$ cat src/rtl/boot_loader_if.sv
// Boot loader bus bundle: SPI flash pins plus the instruction memory write port.
interface boot_loader_if;
    logic        spi_sck;
    logic        spi_csn;
    logic        spi_mosi;
    logic        spi_miso;
    logic        wr_en;
    logic [7:0]  wr_addr;
    logic [15:0] wr_data;

    // Loader side: drives the flash pins and the memory write port.
    modport master (
        output spi_sck, spi_csn, spi_mosi, wr_en, wr_addr, wr_data,
        input  spi_miso
    );

    // Flash / memory side.
    modport slave (
        input  spi_sck, spi_csn, spi_mosi, wr_en, wr_addr, wr_data,
        output spi_miso
    );
endinterface

$ cat src/rtl/boot_loader.sv
// Boot loader: issues an SPI READ (0x03) to flash and copies WORDS 16-bit words
// into instruction memory, one write strobe per word.
module boot_loader #(
    parameter int unsigned WORDS      = 256,
    parameter logic [23:0] FLASH_ADDR = 24'h020000
) (
    input  logic          clk,
    input  logic          rst_n,
    input  logic          start,
    output logic          busy,
    output logic          done,
    boot_loader_if.master bus
);

    localparam logic [7:0] LAST_ADDR = 8'(WORDS - 1);

    typedef enum logic [2:0] {StIdle, StCmd, StData, StWrite, StFin, StDone} state_e;

    state_e      state_q, state_d;
    // cnt_q counts clk cycles inside CMD/DATA; bit 0 is the SCK phase.
    logic [5:0]  cnt_q, cnt_d;
    logic [31:0] cmd_q, cmd_d;
    logic [15:0] shift_q, shift_d;
    logic [7:0]  addr_q, addr_d;
    logic [15:0] data_q, data_d;

    // State and datapath registers, cleared asynchronously.
    always_ff @(posedge clk or negedge rst_n) begin
        if (!rst_n) begin
            state_q <= StIdle;
            cnt_q   <= '0;
            cmd_q   <= '0;
            shift_q <= '0;
            addr_q  <= '0;
            data_q  <= '0;
        end else begin
            state_q <= state_d;
            cnt_q   <= cnt_d;
            cmd_q   <= cmd_d;
            shift_q <= shift_d;
            addr_q  <= addr_d;
            data_q  <= data_d;
        end
    end

    // Next-state and datapath update.
    always_comb begin
        state_d = state_q;
        cnt_d   = cnt_q;
        cmd_d   = cmd_q;
        shift_d = shift_q;
        addr_d  = addr_q;
        data_d  = data_q;
        unique case (state_q)
            StIdle, StDone: begin
                if (start) begin
                    state_d = StCmd;
                    cnt_d   = '0;
                    cmd_d   = {8'h03, FLASH_ADDR};
                    addr_d  = '0;
                end
            end
            StCmd: begin
                cnt_d = cnt_q + 6'd1;
                // Shift on the edge that ends the high phase so MOSI moves while SCK is low.
                if (cnt_q[0]) begin
                    cmd_d = {cmd_q[30:0], 1'b0};
                end
                if (cnt_q == 6'd63) begin
                    state_d = StData;
                    cnt_d   = '0;
                end
            end
            StData: begin
                cnt_d = cnt_q + 6'd1;
                // Sample MISO on the edge that drives SCK high-to-low.
                if (cnt_q[0]) begin
                    shift_d = {shift_q[14:0], bus.spi_miso};
                end
                if (cnt_q == 6'd31) begin
                    state_d = StWrite;
                    data_d  = {shift_q[14:0], bus.spi_miso};
                end
            end
            StWrite: begin
                cnt_d   = '0;
                addr_d  = addr_q + 8'd1;
                state_d = (addr_q == LAST_ADDR) ? StFin : StData;
            end
            StFin: begin
                state_d = StDone;
            end
            default: begin
                state_d = StIdle;
            end
        endcase
    end

    // Outputs decoded from registered state only, so reset reaches them without a clock.
    always_comb begin
        bus.spi_sck  = ((state_q == StCmd) || (state_q == StData)) && cnt_q[0];
        bus.spi_csn  = !((state_q == StCmd) || (state_q == StData) || (state_q == StWrite));
        bus.spi_mosi = (state_q == StCmd) && cmd_q[31];
        bus.wr_en    = (state_q == StWrite);
        bus.wr_addr  = addr_q;
        bus.wr_data  = data_q;
        busy         = (state_q == StCmd) || (state_q == StData) || (state_q == StWrite);
        done         = (state_q == StDone);
    end

endmodule

$ cat src/flat_wrapper.sv
// flat-port wrapper written by rule: the top's interface ports become plain ports
module boot_loader_flat 
#(
    parameter int unsigned WORDS      = 256,
    parameter logic [23:0] FLASH_ADDR = 24'h020000
)
  (clk, rst_n, start, busy, done, bus_spi_sck, bus_spi_csn, bus_spi_mosi, bus_wr_en, bus_wr_addr, bus_wr_data, bus_spi_miso);
  boot_loader_if bus_i ();
  input  logic clk;
  input  logic rst_n;
  input  logic start;
  output logic busy;
  output logic done;
  output wire logic [$bits(bus_i.spi_sck)-1:0] bus_spi_sck;
  output wire logic [$bits(bus_i.spi_csn)-1:0] bus_spi_csn;
  output wire logic [$bits(bus_i.spi_mosi)-1:0] bus_spi_mosi;
  output wire logic [$bits(bus_i.wr_en)-1:0] bus_wr_en;
  output wire logic [$bits(bus_i.wr_addr)-1:0] bus_wr_addr;
  output wire logic [$bits(bus_i.wr_data)-1:0] bus_wr_data;
  input wire logic [$bits(bus_i.spi_miso)-1:0] bus_spi_miso;
  assign bus_spi_sck = bus_i.spi_sck;
  assign bus_spi_csn = bus_i.spi_csn;
  assign bus_spi_mosi = bus_i.spi_mosi;
  assign bus_wr_en = bus_i.wr_en;
  assign bus_wr_addr = bus_i.wr_addr;
  assign bus_wr_data = bus_i.wr_data;
  assign bus_i.spi_miso = bus_spi_miso;
  boot_loader #(.WORDS(WORDS), .FLASH_ADDR(FLASH_ADDR)) u_core (.clk(clk), .rst_n(rst_n), .start(start), .busy(busy), .done(done), .bus(bus_i));
endmodule
$ cat config.mk
export PLATFORM = sky130hd
export DESIGN_NAME = boot_loader_flat
export DESIGN_NICKNAME = d
export VERILOG_FILES = /design/src/rtl/boot_loader_if.sv /design/src/rtl/boot_loader.sv /design/src/flat_wrapper.sv
export SDC_FILE = /design/constraint.sdc
export NUM_CORES = 1
export LEC_CHECK = 0
export CAP_MARGIN = 20
export CORE_MARGIN = 5
export CORE_UTILIZATION = 67
export CTS_CLUSTER_DIAMETER = 120
export CTS_CLUSTER_SIZE = 12
export DETAILED_ROUTE_END_ITERATION = 7
export DONT_BUFFER_PORTS = 1
export GPL_ROUTABILITY_DRIVEN = 0
export GPL_TIMING_DRIVEN = 1
export PLACE_DENSITY = 0.83
export SLEW_MARGIN = 10
export SYNTH_ARGS = -nofsm -noshare
export SYNTH_HDL_FRONTEND = slang
export SYNTH_SLANG_ARGS = --single-unit
$ cat constraint.sdc
create_clock -name clk -period 3.04 [get_ports clk]
set_input_delay 0.912 -clock clk [delete_from_list [all_inputs] [get_ports clk]]
set_output_delay 0.912 -clock clk [all_outputs]
set_load 0.01 [all_outputs]
==> results.toml <==
[status]
status = "completed"

[clocking]
clkTransAtPathRegs_ns = 0.07
cts_root_buf = "clkbuf_8"
htreeDepth = 3
cts_buffers = 9
clk_latency_ns = 0.33
cts_setup_buffers = 0
cts_num_sinks = 63
cts.repair.resized = 0
cts_buffer_depth = 2
cts_tree = "yes"
postCtsHoldBufs = 0

[power]
worst_ir_drop_vdd_mv = 0.579
clockPowerShare_pct = 29.6
p_sw_w = 0.000774
cellLeakagePower_nw = 1.48
pwr-share-seq_pct = 49.1
p_int_w = 0.00161
powerDensity_mw_per_mm2 = 797
switching_share_pct = 32.5
finalPower_w = 0.00238
p_comb_share_pct = 21.3

[placed_design]
numPlacedInstances = 265
hpwl_mm = 3.58
place_area_mm2 = 0.00279
port_buffers = 0

[layout]
drive_above_1_share_pct = 22.8
syn_to_final_growth_pct = 6.60
mostFrequentLayoutCells = "63 x dfrtp_1, 22 x mux2_2, 17 x nand2_1"
nNetsFinal = 233
final_common_cell = "dfrtp_1"
fin_cells = 282
fin_util_pct = 74.2
finalInstanceArea_mm2 = 0.00299
filler_cell_count = 275
num_antenna_cells = 0

[global_routing]
globalRouteTotalUtil_pct = 21.2
grtUsageMet1_pct = 26.0
grt_use_met3_pct = 8.54
grt_max_degree = 64
busiest_layer = "met2"
globalRouteMet2Util_pct = 34.9
overflow = 0
grt_pass1_vias = 1831
grt_antenna_before_repair = 0
grt_pass1_wl_mm = 8.79

[synthesis]
ys_seq_area_share_pct = 56.2
synth_nets = 232
ys_types = 49
synth.cell_area_mm2 = 0.00280
syn_inst = 226
yosysWarnings = 0
async_flop_share_pct = 100
syn_avg_cell_area_um2 = 12.4
synth_seq_cells = 63
ys.flop_type = "dfrtp_1"
synth_edf_count = 0

[hold_path]
hp-class = "primary input to async pin"

[timing]
final.setup.tns_ns = 0
hold_viol_final = 0
fin_crit_sh_pct = 86.0
rsz0062_at_grt = "false"
maxSlewHeadroom_pct = 43.8
fmax_mhz = 383
finalSetupViolCount = 0
drv_slew = 0
skew_ns = 0.00868
worst_pin_slew_ns = 0.844
min_period_ns = 2.61

[die]
dieArea_mm2 = 0.00558
io_pins = 34
design.core.area_mm2 = 0.00403
chipHeight_um = 74.7
placementRows = 23
start_util_pct = 69.6
die_w_um = 74.7

[critical_path]
end_kind = "output port"
r2r_start = "u_core.cnt_q[0]$_DFFE_PN0P_"
critical_path.cell_chain = "nand2b_1 -> a21oi_1"
crit_slowest_cell = "dfrtp_1"
critical_path_class = "flop to output port"
cp.arrival_ns = 1.70
critPathLaunch = "u_core.state_q[0]$_DFFE_PN0P_"
reg2reg_to = "u_core.bus.wr_data[13]$_DFFE_PN0P_"
path_max_fanout = 20
cp.required_ns = 2.13
worst-r2r-setup-slack_ns = 0.69
cp-start-kind = "flop"
reg2regPathDepth = 4
critPathMaxStageDelay_ns = 0.72

[routing]
vias = 1773
ant_nets = 0
wl_mm = 5.23
vias_per_cell = 6.29
wl_per_cell_um = 18.5
dr.pass1.iters = 4
drcViolationCount = 0
drt_iter0_markers = 109

[run]
drv_cap = 0
-- synth_stat cells (2+ instances only) --
library cell,n,share of area [%]
dfrtp_1,63,56
mux2_2,22,8.8
nand2_1,17,2.3
nor2_1,14,1.9
a22o_1,12,3.7
mux2_4,10,5.4
nand3_1,10,1.8
a21oi_1,9,1.6
mux2i_1,5,1.8
o21ai_0,5,0.89
a31oi_1,3,0.67
and3_1,3,0.67
buf_2,3,0.54
buf_4,3,0.80
clkbuf_1,3,0.40
inv_1,3,0.40
nor2b_1,3,0.67
o22ai_1,3,0.67
ha_1,2,0.89
nand2b_1,2,0.45
o21a_1,2,0.54
o32a_1,2,0.71
-- area by class of cell --
| class | instances | area (um2) | area share, % |
|---|---|---|---|
| sequential | 63 | 1580 | 52.7 |
| clock inverter | 3 | 42.5 | 1.42 |
| multi-input combinational | 147 | 1130 | 37.8 |
| inverter | 4 | 15.0 | 0.502 |
| timing repair buffer | 2 | 15.0 | 0.502 |
| tap | 50 | 62.6 | 2.09 |
| clock buffer | 13 | 149 | 4.98 |
-- logic make-up (layout without fill, tap and decap cells) --
| family | after synthesis | after routing | share of synthesized area, % |
|---|---|---|---|
| AO/OA/AOI/OAI | 48 | 48 | 12.5 |
| XOR/XNOR | 2 | 2 | 0.625 |
| multiplexers | 37 | 37 | 16.0 |
| buffers and inverters | 16 | 22 | 3.52 |
| flip-flops | 63 | 63 | 56.2 |
| adder cells (fa/ha/maj) | 2 | 2 | 0.892 |
| AND/OR/NAND/NOR | 58 | 58 | 10.3 |
-- per-stage QoR --
step / worst slack [ns] / hold slack (ns)
2_1_floorplan: 1.03 / 0.463
3_3_place_gp: 0.810 / 0.478
3_5_place_dp: 0.708 / 0.484
4_1_cts: 0.406 / 0.256
5_1_grt: 0.296 / 0.240
6_report: 0.427 / 0.266
-- metal layers --
metal,vias up,wire length [um]
li1,830,-
met1,863,2230
met2,71,2560
met3,9,369
met4,0,68
met5,-,0
-- power groups by stage --
stage,registers [W],logic (W),clock network (W)
after floorplan,0.00109,0.000482,0
after global placement,0.00116,0.000473,0
after detailed placement,0.00118,0.000507,0
after CTS,0.00116,0.000509,0.000713
after global routing,0.00119,0.000568,0.000758
final,0.00117,0.000508,0.000704
-- worst max path at each step --
stage,to
2_1_floorplan,bus_spi_csn
3_3_place_gp,bus_spi_sck
3_5_place_dp,u_core.shift_q[9]$_DFFE_PN0P_
4_1_cts,bus_spi_sck
5_1_grt,bus_spi_sck
6_report,bus_spi_sck
-- worst max-delay path: cells and delay by family (launching register included) --
family          cells  cell delay [ns]
simple gates        1             0.30
compound gates      1             0.35
flops               1             0.72
-- flip-flops by register name, indices dropped and copies added (netlist names) --
name,cells
u_core.bus.wr_data,16
u_core.cmd_q,15
u_core.shift_q,15
u_core.bus.wr_addr,8
u_core.cnt_q,6
u_core.state_q,3
Note: power is estimated with default switching activity, not from simulation.
